===== src/rtl/program_loader.sv =====
// program_loader: instruction memory with a streaming loader front end.
// A load session is requested with load_start while idle. The CPU is held in
// reset (cpu_hold) for the whole session. Words arrive on a valid/ready stream
// and are written to consecutive addresses from 0. The session ends on the word
// flagged with in_last, or on the DEPTH-th word, whichever comes first.
// The CPU fetch port (addr -> rd_data) is a combinational read that is always live.
//
// Optional feature: define PROGRAM_LOADER_CHECKSUM_EN to add the checksum output,
// which is the running XOR of the words accepted in the current session.
//
// Ports:
//   Clk         clock, rising edge
//   rst         asynchronous reset, active low
//   load_start  start a session (only sampled in IDLE)
//   in_valid    loader word present on in_data
//   in_data     instruction word to write
//   in_last     final word of the session (qualified by in_valid)
//   in_ready    loader word accepted this cycle
//   addr        CPU fetch address
//   rd_data     instruction word at addr
//   cpu_hold    hold the CPU in reset
//   load_done   one-cycle pulse at end of session
//   word_count  words accepted in the most recent session
//   checksum    (optional) XOR of words accepted in the current session
//
// state | meaning
// IDLE  | waiting for load_start; CPU runs from memory
// LOAD  | accepting words; CPU held
// DONE  | single-cycle end-of-session pulse
module program_loader #(
  parameter int DEPTH = 16,
  parameter int WIDTH = 8
) (
  input  logic             Clk,
  input  logic             rst,
  input  logic             load_start,
  input  logic             in_valid,
  input  logic [WIDTH-1:0] in_data,
  input  logic             in_last,
  output logic             in_ready,
  input  logic [3:0]       addr,
  output logic [WIDTH-1:0] rd_data,
  output logic             cpu_hold,
  output logic             load_done,
  output logic [4:0]       word_count
`ifdef PROGRAM_LOADER_CHECKSUM_EN
  ,
  output logic [WIDTH-1:0] checksum
`endif
);

  typedef enum logic [1:0] {IDLE, LOAD, DONE} state_t;

  state_t           state_q, state_d;
  logic [WIDTH-1:0] mem [DEPTH];
  // One bit wider than the address so the pointer reaches DEPTH instead of
  // wrapping back to 0 on the final word of a full session.
  logic [4:0]       wr_ptr;
  logic             xfer;
  logic             last_xfer;
  logic             start;

  // Decoded from the state register rather than from in_ready to keep the
  // next-state logic free of a feedback path through its own outputs.
  assign xfer      = in_valid && (state_q == LOAD);
  assign last_xfer = xfer && (in_last || (word_count == 5'(DEPTH - 1)));
  assign start     = (state_q == IDLE) && load_start;

  always_ff @(posedge Clk or negedge rst) begin
    if (!rst) state_q <= IDLE;
    else      state_q <= state_d;
  end

  always_comb begin
    state_d   = state_q;
    in_ready  = 1'b0;
    cpu_hold  = 1'b0;
    load_done = 1'b0;
    case (state_q)
      IDLE: if (load_start) state_d = LOAD;
      LOAD: begin
        in_ready = 1'b1;
        cpu_hold = 1'b1;
        if (last_xfer) state_d = DONE;
      end
      DONE: begin
        load_done = 1'b1;
        state_d   = IDLE;
      end
      default: state_d = IDLE;
    endcase
  end

  always_ff @(posedge Clk or negedge rst) begin
    if (!rst) begin
      wr_ptr     <= '0;
      word_count <= '0;
    end else if (start) begin
      wr_ptr     <= '0;
      word_count <= '0;
    end else if (xfer) begin
      wr_ptr     <= wr_ptr + 5'd1;
      word_count <= word_count + 5'd1;
    end
  end

  always_ff @(posedge Clk or negedge rst) begin
    if (!rst) begin
      for (int i = 0; i < DEPTH; i++) mem[i] <= '0;
    end else if (xfer) begin
      mem[wr_ptr[3:0]] <= in_data;
    end
  end

  assign rd_data = mem[addr];

`ifdef PROGRAM_LOADER_CHECKSUM_EN
  always_ff @(posedge Clk or negedge rst) begin
    if (!rst)       checksum <= '0;
    else if (start) checksum <= '0;
    else if (xfer)  checksum <= checksum ^ in_data;
  end
`endif

endmodule


===== config.mk =====
export PLATFORM = sky130hd
export DESIGN_NAME = program_loader
export DESIGN_NICKNAME = d
export VERILOG_FILES = /design/src/rtl/program_loader.sv
export SDC_FILE = /design/constraint.sdc
export NUM_CORES = 1
export LEC_CHECK = 0
export CORE_ASPECT_RATIO = 0.75
export CORE_MARGIN = 2
export CORE_UTILIZATION = 32
export DETAILED_ROUTE_END_ITERATION = 7
export GPL_TIMING_DRIVEN = 0
export PLACE_DENSITY = 0.5
export SYNTH_ARGS = -nofsm -noshare
export SYNTH_HDL_FRONTEND = slang
export SYNTH_SLANG_ARGS = --single-unit

===== constraint.sdc =====
create_clock -name Clk -period 2.2 [get_ports Clk]
set_input_delay 0.33 -clock Clk [delete_from_list [all_inputs] [get_ports Clk]]
set_output_delay 0.33 -clock Clk [all_outputs]
set_load 0.03 [all_outputs]

==> impl_metrics.toml <==
[finish]
area_growth_pct = 20.8
num-fill-cells = 1815
instances_no_fill = 732
antenna_cells = 0
nNetsFinal = 489
drive_gt1_frac = 0.497

[drt]
antenna_left = 0
vias = 3707
routedWlPerCell_um = 20.7
drc = 0
wirelength_mm = 15.2
first_pass_iters = 4
vias_per_cell = 5.06
dr.first_iter.drc_count = 138

[timing]
rsz0062_at_grt = "true"
finalCritPeriodShare = 0.985
max_freq_mhz = 461
maxSlewHeadroom = 0.516
tightest_slew_ns = 0.724
timing.hold.ws_ns = 0.423
maxSlewViolCount = 0
min_period_ns = 2.17
finalSetupViolations = 0
finalHoldViolations = 0
fin_worst_skew_ns = 0.00792

[synth]
yosys.cell_count.top_type = "dfrtp_1"
syn-num-nets = 438
ys.flop_type = "dfrtp_1"
synth_fa_ha_area_frac = 0.0118
synth_top_family_by_area = "multiplexers"
yosys-top-cells-count = "dfrtp_1 (139), mux2_2 (128), mux4_2 (32)"
synth-seq-cells = 139
synth_compound_area_frac = 0.0287
synth_edf_count = 0
synth-simple-area-share = 0.0499
synth_top_area_share = 0.546
syn_inst = 415
ys_top_cells_by_area = "dfrtp_1 (55%), mux2_2 (23%), mux4_2 (11%), a22oi_1 (1.9%), ha_1 (1.2%)"
ys.warnings.count = 0
synth-seq-area-share = 0.546
synthArstFlopShare = 1.00
syn_area_per_cell_um2 = 15.4
synth-xor-area-share = 0.00137
synth_area_leader_cell = "dfrtp_1"
synthMuxAreaShare = 0.343
syn_area_mm2 = 0.00637
synth.distinct_cells = 32

[setup_path]
rrSetupSlack_ns = 0.03
cp_top_family = "simple AND/OR/NAND/NOR gates"
cp_slowest_cell = "nor2_2"
worstReg2RegEnd = "mem[15]"
arrival_ns = 2.47
critical_path.max_fanout = 8
cp.required_ns = 2.50
r2r_start = "wr_ptr[0]"
crit_chain = "inv_1, ha_1, nand4b_1, nor2_2, mux2_2"
cp_slowest_stage_delay_ns = 0.63
crit_path_start_kind = "flop"
worst_setup_path_end_kind = "flop"
critPathBufInv = 1
crit_type = "reg -> reg"
r2r_cells = 5

[floorplanning]
initial_core_util = 0.328
dieArea_mm2 = 0.0211
die_x_um = 167
fp.coreArea_mm2 = 0.0194
die_h_um = 126
ios = 33
rows = 44

[global_routing]
grt_max_degree = 94
antenna_found_initial = 0
overflow = 0
grt_pass1_wl_mm = 24.4
grt_pass1_vias = 4091
grtUsageTotal = 0.156

[outcome]
outcome = "completed"

[job]
max_cap_viol_count = 0

[min_path]
hold_path.class = "in -> async"

[clock_tree]
numCtsBuffers = 17
cts_tree = "built"
cts.sinks = 139
ctsRootBufferMaster = "clkbuf_16"
worstSkewPairLatency_ns = 0.41
clk_pin_slew_ns = 0.06
cts_buffer_depth = 2
cts_max_level = 4

[power_and_ir_drop]
powerDensity_mw_per_mm2 = 1070
power_leakage_nw = 3.45
ir_drop_v = 0.000640

[place]
place_congestion = 0.742
io_buffers = 31
hpwlAfterDp_mm = 10.3
placedCellCount = 700
logic make-up after synthesis:
| group | Yosys count |
|---|---|
| flops | 139 |
| buf+inv | 28 |
| simple gates | 53 |
| xor+xnor | 1 |
| mux | 162 |
| compound gates | 26 |
| fa+ha+maj | 6 |
worst max path at each step:
stage,from,endpoint,cells past startpoint
2_1_floorplan,addr[0],rd_data[0],5
4_1_cts,mem[33],rd_data[1],4
6_report,wr_ptr[0],mem[15],5
3_5_place_dp,addr[1],rd_data[1],6
3_3_place_gp,rst,mem[0],1
5_1_grt,wr_ptr[1],mem[86],5
where the power goes:
part | total, mW | internal, mW | switching (mW)
combinational | 1.88 | 1.05 | 0.835
sequential | 3.61 | 3.25 | 0.363
clock | 2.72 | 1.64 | 1.08
layer usage:
layer	wire [µm]	global-route usage	part of all wire	vias up
li1	-	-	-	1657
met1	7480	0.225	0.49	1986
met4	175	0.0456	0.012	0
met5	0	0	0	-
met2	6930	0.231	0.46	51
met3	569	0.0427	0.038	13
timing repair:
item | 4_1_cts | 5_1_grt
hold buffers | 1 | 0
setup endpoints to repair | 9 | 77
buffers inserted | 0 | 0
pin swaps | 0 | 2
endpoints found under the hold margin | 46 | 0
resized for setup | 69 | 17
registers in the layout, summed over array words and instances (netlist names):
register,flops
word_count,5
state_q,2
mem,128
wr_ptr,4
cell usage in the layout (no fill, tap or decap), types with 2 or more instances in the layout:
master,count
dfrtp_1,139
mux2_2,128
mux4_2,32
clkdlybuf4s50_1,19
clkbuf_16,17
clkbuf_1,11
nand2_1,10
a22oi_1,9
buf_2,9
a22oi_2,7
nor2_4,7
nor2_2,6
nor2_1,6
ha_1,6
clkinv_2,5
inv_1,4
buf_4,4
nor2b_1,4
clkbuf_8,4
nand4b_1,4
clkinvlp_4,4
buf_6,3
nand2b_1,3
o21ai_0,3
or3_1,3
a21oi_1,3
nand3_2,3
clkbuf_4,2
buf_12,2
mux2_1,2
nand3_1,2
a22o_1,2
dlygate4sd2_1,2
cell type report:
type	count	area (µm²)	share of cell area
plain buffers	23	176	0.0229
clock buffers	21	470	0.0611
clock inverters	11	93.8	0.0122
inverters	4	15.0	0.00195
multi-input cells	248	2840	0.369
flip-flops and latches	139	3480	0.452
well taps	253	317	0.0411
repair buffers	33	312	0.0405
through the flow:
step / total power, mW / cell area, µm² / utilization / setup TNS [ns] / setup slack [ns]
4_1_cts: 8.30 / 7660 / 0.394 / -0.0747 / -0.0747
3_5_place_dp: 5.55 / 7030 / 0.362 / -25.60 / -1.23
2_1_floorplan: 4.92 / 6370 / - / 0 / 0.231
5_1_grt: 8.66 / 7700 / 0.396 / -2.25 / -0.0897
6_report: 8.21 / 7700 / 0.396 / 0 / 0.0328
3_3_place_gp: 5.45 / 7000 / 0.360 / -687.37 / -4.79
Power figures use the tool's default switching activity.
